--- config.mk ---
export PLATFORM = sky130hd
export DESIGN_NAME = inoutptr_multi
export DESIGN_NICKNAME = d
export VERILOG_FILES = /design/src/rtl/inoutptr_multi.sv
export SDC_FILE = /design/constraint.sdc
export NUM_CORES = 1
export LEC_CHECK = 0
export BUFFER_PORTS_ARGS = -buffer_cell sky130_fd_sc_hd__buf_2
export CORE_MARGIN = 2
export CORE_UTILIZATION = 33
export CTS_CLUSTER_SIZE = 28
export DETAILED_ROUTE_END_ITERATION = 12
export PLACE_DENSITY = 0.58
export SYNTH_ARGS = -nofsm -noshare
export SYNTH_HDL_FRONTEND = slang
export SYNTH_SLANG_ARGS = --single-unit
--- constraint.sdc ---
create_clock -name i_clk -period 4.1 [get_ports i_clk]
set_input_delay 0.615 -clock i_clk [delete_from_list [all_inputs] [get_ports i_clk]]
set_output_delay 0.615 -clock i_clk [all_outputs]
set_load 0.1 [all_outputs]
--- src/rtl/inoutptr_multi.sv ---
// ============================================================================
// inoutptr_multi : multi-push/multi-pop ring-buffer pointer and occupancy manager
// Rev 1.0
// ============================================================================
`default_nettype none

module inoutptr_multi #(
  parameter int SIZE      = 32,
  parameter int IN_WIDTH  = 2,
  parameter int OUT_WIDTH = 2,
  localparam int PW = $clog2(SIZE),
  localparam int CW = $clog2(SIZE + 1),
  localparam int IW = $clog2(IN_WIDTH + 1),
  localparam int OW = $clog2(OUT_WIDTH + 1)
) (
  input  logic          i_clk,
  input  logic          i_reset_n,
  input  logic          i_clear,
  input  logic          i_in_valid,
  input  logic [IW-1:0] i_in_cnt,
  output logic [PW-1:0] o_in_ptr,
  output logic          o_in_phase,
  input  logic          i_out_valid,
  input  logic [OW-1:0] i_out_cnt,
  output logic [PW-1:0] o_out_ptr,
  output logic          o_out_phase,
  output logic [CW-1:0] o_count,
  output logic [CW-1:0] o_free_cnt,
  output logic          o_full,
  output logic          o_empty,
  output logic          o_overflow,
  output logic          o_underflow
);

  localparam logic [PW:0]   c_SIZE_PTR = (PW + 1)'(SIZE);
  localparam logic [CW-1:0] c_SIZE_CNT = CW'(SIZE);

  logic [PW-1:0] in_ptr_q,  in_ptr_d;
  logic [PW-1:0] out_ptr_q, out_ptr_d;
  logic          in_phase_q,  in_phase_d;
  logic          out_phase_q, out_phase_d;
  logic [CW-1:0] count_q,   count_d;
  logic          overflow_q,  overflow_d;
  logic          underflow_q, underflow_d;

  logic [CW-1:0] free_cnt;
  logic          push_ok;
  logic          pop_ok;
  logic [CW:0]   acc_in_cnt;
  logic [CW:0]   acc_out_cnt;

  // Wrap-aware advance; SIZE may be non-power-of-two, so wrap by compare/subtract.
  function automatic logic [PW:0] advance(input logic [PW-1:0] ptr,
                                          input logic          phase,
                                          input logic [PW:0]   n);
    logic [PW:0] s;
    s = {1'b0, ptr} + n;
    if (s >= c_SIZE_PTR) begin
      advance = {~phase, PW'(s - c_SIZE_PTR)};
    end else begin
      advance = {phase, PW'(s)};
    end
  endfunction

  assign free_cnt = c_SIZE_CNT - count_q;

  // Acceptance is judged only against registered state.
  assign push_ok = i_in_valid  && ((CW + 1)'(i_in_cnt)  <= {1'b0, free_cnt});
  assign pop_ok  = i_out_valid && ((CW + 1)'(i_out_cnt) <= {1'b0, count_q});

  assign acc_in_cnt  = push_ok ? (CW + 1)'(i_in_cnt)  : '0;
  assign acc_out_cnt = pop_ok  ? (CW + 1)'(i_out_cnt) : '0;

  always_comb begin
    in_ptr_d    = in_ptr_q;
    in_phase_d  = in_phase_q;
    out_ptr_d   = out_ptr_q;
    out_phase_d = out_phase_q;
    count_d     = count_q;
    overflow_d  = overflow_q;
    underflow_d = underflow_q;
    if (i_clear) begin
      in_ptr_d    = '0;
      in_phase_d  = 1'b0;
      out_ptr_d   = '0;
      out_phase_d = 1'b0;
      count_d     = '0;
      overflow_d  = 1'b0;
      underflow_d = 1'b0;
    end else begin
      if (push_ok) begin
        {in_phase_d, in_ptr_d} = advance(in_ptr_q, in_phase_q, (PW + 1)'(i_in_cnt));
      end else if (i_in_valid) begin
        overflow_d = 1'b1;
      end
      if (pop_ok) begin
        {out_phase_d, out_ptr_d} = advance(out_ptr_q, out_phase_q, (PW + 1)'(i_out_cnt));
      end else if (i_out_valid) begin
        underflow_d = 1'b1;
      end
      count_d = CW'({1'b0, count_q} + acc_in_cnt - acc_out_cnt);
    end
  end

  always_ff @(posedge i_clk) begin
    if (!i_reset_n) begin
      in_ptr_q    <= '0;
      in_phase_q  <= 1'b0;
      out_ptr_q   <= '0;
      out_phase_q <= 1'b0;
      count_q     <= '0;
      overflow_q  <= 1'b0;
      underflow_q <= 1'b0;
    end else begin
      in_ptr_q    <= in_ptr_d;
      in_phase_q  <= in_phase_d;
      out_ptr_q   <= out_ptr_d;
      out_phase_q <= out_phase_d;
      count_q     <= count_d;
      overflow_q  <= overflow_d;
      underflow_q <= underflow_d;
    end
  end

  assign o_in_ptr    = in_ptr_q;
  assign o_in_phase  = in_phase_q;
  assign o_out_ptr   = out_ptr_q;
  assign o_out_phase = out_phase_q;
  assign o_count     = count_q;
  assign o_free_cnt  = free_cnt;
  assign o_full      = (count_q == c_SIZE_CNT);
  assign o_empty     = (count_q == '0);
  assign o_overflow  = overflow_q;
  assign o_underflow = underflow_q;

`ifdef SIMULATION
  logic [PW:0] sim_diff_raw;
  logic [PW:0] sim_diff;
  logic [CW:0] sim_cnt_mod;

  assign sim_diff_raw = {1'b0, in_ptr_q} + c_SIZE_PTR - {1'b0, out_ptr_q};
  assign sim_diff     = (sim_diff_raw >= c_SIZE_PTR) ? sim_diff_raw - c_SIZE_PTR : sim_diff_raw;
  assign sim_cnt_mod  = (count_q == c_SIZE_CNT) ? '0 : (CW + 1)'(count_q);

  always @(posedge i_clk) begin
    if (i_reset_n) begin
      if (i_in_valid && (i_in_cnt > IW'(IN_WIDTH)))
        $fatal(1, "inoutptr_multi: i_in_cnt above IN_WIDTH");
      if (i_out_valid && (i_out_cnt > OW'(OUT_WIDTH)))
        $fatal(1, "inoutptr_multi: i_out_cnt above OUT_WIDTH");
      if ((CW + 1)'(sim_diff) != sim_cnt_mod)
        $fatal(1, "inoutptr_multi: pointer distance disagrees with count");
      if ((in_ptr_q == out_ptr_q) && (in_phase_q == out_phase_q) && !o_empty)
        $fatal(1, "inoutptr_multi: equal pointers/phases but not empty");
      if ((in_ptr_q == out_ptr_q) && (in_phase_q != out_phase_q) && !o_full)
        $fatal(1, "inoutptr_multi: equal pointers, opposite phases but not full");
      if ((free_cnt + count_q) != c_SIZE_CNT)
        $fatal(1, "inoutptr_multi: free + count != SIZE");
    end
  end
`endif

endmodule

`default_nettype wire

==> impl_metrics.json, run 1 <==
{
  "clkLatencyLatePin_ns": 0.26,
  "drive_above_1_share_pct": 32.1,
  "slew_headroom_pct": 57.2,
  "synth_warnings": 0,
  "status": "completed",
  "grt_usage_pct": 14.6,
  "area_growth_pct": 31.3,
  "worst_clock_skew_ns": 0.00448,
  "cts-root-buf": "clkbuf_8",
  "diodes": 0,
  "fp.dieW_um": 68.8,
  "drt_first_pass_iters": 3,
  "io_buffer_count": 36,
  "syn_area_mm2": 0.00139,
  "async_flop_share_pct": 0,
  "cts.clk_slew.worst_paths_ns": 0.08,
  "ff_latch_area_um2": 418,
  "grt_pass1_vias": 1113,
  "cp.required_ns": 4.24,
  "worst_pin_slew_ns": 0.641,
  "tns_ns": 0,
  "n_fill_cell": 411,
  "grt_max_degree": 17,
  "routed_wl_um": 3070,
  "slowest_stage": "fa_1",
  "cap_viol_max_count": 0,
  "avgSynthCellArea_um2": 8.88,
  "critPathMaxFanout": 8,
  "cts_setup_buffers": 0,
  "cts_hold_buf": 0,
  "crit_path_start_kind": "flip-flop",
  "numCtsBuffers": 3,
  "antenna_left": 0,
  "vias_per_cell": 4.80,
  "grt_first_pass_wirelength_um": 5040,
  "gp_congestion": 0.795,
  "timing.fmax_mhz": 261,
  "hp-class": "flip-flop to flip-flop",
  "setup_viol": 0,
  "synthFlopType": "dfxtp_1",
  "cp.arrival_ns": 3.98,
  "clk_path_buf_depth": 2,
  "core_area_mm2": 0.00403,
  "hold_viol_final": 0,
  "cts.sinks": 20,
  "postCtsResizedCells": 0,
  "rsz0062_at_grt": "no",
  "gr-total-overflow": 0,
  "cp-end-kind": "flip-flop",
  "die_area_mm2": 0.00473,
  "finalCritPeriodShare_pct": 93.6,
  "syn_inst": 156,
  "io_pins": 37,
  "path_cells": "inv_2 -> ha_4 -> inv_1 -> ha_1 -> nand2b_1 -> a221o_1 -> nor4_4 -> nor2b_1 -> nand2_1 -> fa_1 -> inv_2 -> ha_4 -> a21o_1 -> a21oi_2 -> o21bai_1 -> and4b_1 -> or3_1",
  "crit_type": "flip-flop to flip-flop",
  "min_period_ns": 3.84,
  "cpPeakStageDelay_ns": 0.43,
  "multi_input_area_mm2": 0.00102,
  "ys_ff_latch": 20,
  "synth_edf_count": 0,
  "synth_cell_types": 36,
  "htreeDepth": 1,
  "synth_fp_nets": 188,
  "post-route-drc-count": 0,
  "drt-initial-drc-count": 49,
  "place_hpwl_um": 2570,
  "row_count": 23,
  "start_util_pct": 34.4,
  "slew_viol_final": 0,
  "via_count": 1166,
  "tritoncts": "built",
  "synth_seq_area_share_pct": 28.9,
  "antenna_found_initial": 0,
  "die_height_um": 68.8,
  "wl_per_cell_um": 12.6,
  "nets": 226
}
-- logic make-up (layout without fill, tap and decap cells) --
kind of cell,count (synthesis),in the layout,synth area share (%)
adders and majority gates,23,23,22.9
muxes,1,1,0.723
xor gates and xnor gates,11,11,6.96
AOI/OAI and AO/OA,22,22,11.1
and+or+nand+nor,57,57,23.1
DFF,20,20,28.9
buffers and inverters,22,59,6.23
-- cells in the mapped netlist (2+ instances only) --
cell,instances,area [um2]
a21o_1,2,15.0
a21oi_1,8,40.0
and2_1,5,31.3
and3_1,4,25.0
clkbuf_1,3,11.3
dfxtp_1,20,400
fa_1,4,80.1
ha_1,19,238
inv_1,18,67.6
nand2_1,9,33.8
nand2b_1,2,12.5
nand3_1,4,20.0
nand3b_1,2,15.0
nand4_1,3,18.8
nor2_1,13,48.8
nor2b_1,4,25.0
o21ai_1,5,25.0
or3_1,4,25.0
xnor2_1,7,61.3
xor2_1,4,35.0
-- routing by layer --
metal  GRT usage [%]  routed length, um
met5               0                  0
met1            17.9               1410
met4            5.88                 36
met2            25.0               1480
met3            3.08                136
-- worst max-delay path: cells and delay by family, from the launching register on --
kind,cells,cell delay (ns)
AOI/OAI and AO/OA,4,0.83
adders and majority gates,4,1.19
buffers and inverters,3,0.20
DFF,1,0.42
and+or+nand+nor,6,1.09
-- worst paths after layout --
kind,slack [ns],start,end,depth (start not counted)
min,0.48,o_underflow,o_underflow,2
min reg2reg,0.48,o_underflow,o_underflow,2
max,0.26,o_count[0],o_count[5],17
max reg2reg,0.26,o_count[0],o_count[5],17
-- layout by cell type, fill, tap and decap left out, drive strengths merged, types with 2 or more instances in the layout --
cell type | synthesis | layout
nor2 | 13 | 13
nor4 | 2 | 2
nor2b | 4 | 4
fa | 4 | 4
or3 | 4 | 4
xor2 | 4 | 4
nand4 | 3 | 3
and3 | 4 | 4
nand3b | 2 | 2
nand2b | 2 | 2
xnor2 | 7 | 7
dfxtp | 20 | 20
clkbuf | 3 | 4
buf | 1 | 37
nand2 | 9 | 9
ha | 19 | 19
nand3 | 4 | 4
inv | 18 | 17
a21o | 2 | 2
and2 | 5 | 5
o21ai | 6 | 6
a21oi | 8 | 8
-- metrics by stage --
stage | worst slack [ns] | hold WS (ns) | utilization, % | cell area (um2) | std cells
2_1_floorplan | 0.0317 | 0.756 | - | 1530 | 156
3_3_place_gp | 0.344 | 0.452 | 43.8 | 1760 | 239
3_5_place_dp | 0.259 | 0.462 | 43.8 | 1760 | 239
4_1_cts | 0.237 | 0.482 | 45.2 | 1820 | 243
5_1_grt | 0.00862 | 0.503 | 45.2 | 1820 | 243
6_report | 0.264 | 0.476 | 45.2 | 1820 | 243
-- sequential cells by signal, summed over array words and instances (netlist names) --
name and count:
o_underflow 1, o_count 6, o_in_phase 1, o_overflow 1
o_out_phase 1, o_out_ptr 5, o_in_ptr 5
-- cell type report --
class / count / area share (%)
Inverter: 18 / 4.06
Clock buffer: 4 / 3.03
Timing Repair Buffer: 37 / 10.3
Multi-Input combinational cell: 114 / 56.2
Tap cell: 50 / 3.44
Sequential cell: 20 / 23.0
Power of run 1 is left out: the tool's default activity adds up to more than one toggle a clock period on the data nets, which glitch-free logic cannot reach.
==> run 2, diff against run 1 <==
Settings changed: ABC_AREA set to 1.
==> run 2 against run 1 <==
First-iteration DRC count is 4.1% lower. Sequential share of layout area is 0.62 points higher. Setup slack better by 0.25 ns. Via count is 9.9% higher. Die area is 3.1% higher. Critical path depth is 3 higher. Clock skew hardly changed. Largest cell class unchanged.
==> impl_metrics.json, run 2 <==
{
  "status": "completed",
  "min_period_ns": 3.58,
  "r2r_start": "o_count[0]",
  "die_area_mm2": 0.00488,
  "crit_path_start_kind": "flip-flop",
  "core_area_mm2": 0.00409,
  "crit_type": "flip-flop to flip-flop",
  "avgSynthCellArea_um2": 7.33,
  "gp_congestion": 0.773,
  "synth_top_area_share_pct": 28.0,
  "die_height_um": 69.8,
  "clkLatencyLatePin_ns": 0.26,
  "place_inst": 280,
  "path_common_cell": "inv_1",
  "synth_cell_types": 26,
  "post-synth-top-area-cell": "dfxtp_1",
  "setup_slack_ns": 0.519,
  "syn_area_mm2": 0.00143,
  "htreeDepth": 1,
  "grt_pass1_vias": 1214,
  "path_cells": "inv_1 -> ha_4 -> inv_1 -> ha_1 -> inv_1 -> nor2_1 -> o21ai_0 -> nor2_4 -> nand2_4 -> nand2_4 -> inv_2 -> nand2_1 -> fa_1 -> inv_1 -> fa_1 -> nand2_1 -> a21oi_1 -> or2_2 -> o21ai_0 -> a21oi_1",
  "drive_above_1_share_pct": 23.2,
  "drt_first_pass_iters": 5,
  "wl_per_cell_um": 10.9,
  "synth_fp_nets": 227,
  "worst_clock_skew_ns": 0.00413,
  "antenna_found_initial": 0,
  "post-route-drc-count": 0,
  "postCtsResizedCells": 0,
  "via_count": 1281,
  "synthFlopType": "dfxtp_1",
  "place_hpwl_um": 2500,
  "ys_ff_latch": 20,
  "ff_latch_area_um2": 408,
  "slowest_stage": "fa_1",
  "critPathMaxFanout": 7,
  "routed_wl_um": 3100,
  "cts-root-buf": "clkbuf_8",
  "row_count": 23,
  "multi_input_area_um2": 883,
  "post-synth-top-count-cell": "inv_1",
  "cp.arrival_ns": 3.73,
  "io_pins": 37,
  "hp-class": "flip-flop to flip-flop",
  "start_util_pct": 35.0,
  "rrSetupSlack_ns": 0.52,
  "synth_area_leaders": "dfxtp_1, ha_1, inv_1",
  "synth_seq_area_share_pct": 28.0,
  "io_buffer_count": 36,
  "worst_pin_slew_ns": 0.495,
  "finalCritPeriodShare_pct": 87.3,
  "syn_inst": 195,
  "grt_max_degree": 13,
  "antenna_left": 0,
  "r2r_cells": 20,
  "drt-initial-drc-count": 47,
  "tns_ns": 0,
  "clk_path_buf_depth": 2,
  "slew_headroom_pct": 67.2,
  "grt_first_pass_wirelength_um": 5240,
  "setup_viol": 0,
  "timing.fmax_mhz": 279,
  "place_ws_ns": 0.499,
  "numCtsBuffers": 3,
  "nets": 267,
  "tritoncts": "built",
  "synth_warnings": 0,
  "cp.required_ns": 4.25,
  "reg2reg_to": "o_count[4]",
  "diodes": 0,
  "cts.sinks": 20,
  "slew_viol_final": 0,
  "cts_hold_buf": 0,
  "cts.clk_slew.worst_paths_ns": 0.08,
  "synthTopCellsByCount": "inv_1, nor2_1, nand2_1, dfxtp_1, ha_1",
  "largest_reg_flops": 6,
  "cpPeakStageDelay_ns": 0.47,
  "rsz0062_at_grt": "no",
  "gr-total-overflow": 0,
  "worstHoldStart": "o_out_phase",
  "cts_setup_buffers": 0,
  "hold-path-endpoint": "o_out_phase",
  "cp-end-kind": "flip-flop",
  "area_growth_pct": 20.9,
  "synth_edf_count": 0,
  "n_fill_cell": 457,
  "min_path_cells": 1,
  "instances_no_fill": 283,
  "vias_per_cell": 4.53,
  "layout_common_cells": "inv_1, buf_2, nor2_1, nand2_1",
  "fp.dieW_um": 69.8,
  "grt_usage_pct": 13.0,
  "hold_viol_final": 0,
  "async_flop_share_pct": 0,
  "cap_viol_max_count": 0
}
[run 2: critical path, delay by kind of cell, from the launching register on]
kind	cells	cell delay, ns
DFF	1	0.38
buffers and inverters	5	0.33
adders and majority gates	4	1.47
AOI/OAI and AO/OA	4	0.54
and+or+nand+nor	7	0.74
[run 2: area by class of cell]
class | count | share of cell area [%]
clock buffer | 3 | 2.39
sequential | 20 | 23.6
timing repair buffer | 37 | 10.9
tap | 50 | 3.62
multi-input combinational | 134 | 51.1
inverter | 39 | 8.47
[run 2: cell families (layout without fill, tap and decap cells)]
group	after synthesis	after routing	share of synthesized area (%)
xor+xnor	4	4	2.45
compound gates	28	28	10.1
fa+ha+maj	23	23	22.2
flops	20	20	28.0
simple gates	79	79	26.2
buf+inv	41	79	11.1
[run 2: routing by layer]
| layer | up-vias | GRT usage, % | part of all wire, % |
|---|---|---|---|
| li1 | 693 | - | - |
| met1 | 560 | 17.5 | 52 |
| met2 | 26 | 21.3 | 42 |
| met3 | 2 | 3.20 | 4.6 |
| met4 | 0 | 2.56 | 0.78 |
| met5 | - | 0 | 0 |
[run 2: worst max-delay path by stage]
stage	startpoint	end	slack, ns	depth (start not counted)
floorplan	o_count[3]	o_count[4]	0.05	18
global placement	i_in_cnt[1]	o_count[4]	0.59	18
detailed placement	i_in_cnt[1]	o_count[4]	0.50	18
CTS	o_count[0]	o_count[4]	0.51	20
global route	o_count[0]	o_count[4]	0.27	20
finish	o_count[0]	o_count[4]	0.52	20
[run 2: per-stage QoR]
stage / cell area [um2] / util [%] / hold WS (ns)
floorplan: 1450 / - / 0.775
global placement: 1690 / 41.3 / 0.436
global route: 1730 / 42.3 / 0.477
finish: 1730 / 42.3 / 0.452
CTS: 1730 / 42.3 / 0.450
detailed placement: 1690 / 41.3 / 0.437
Power of run 2 is left out for the same reason.
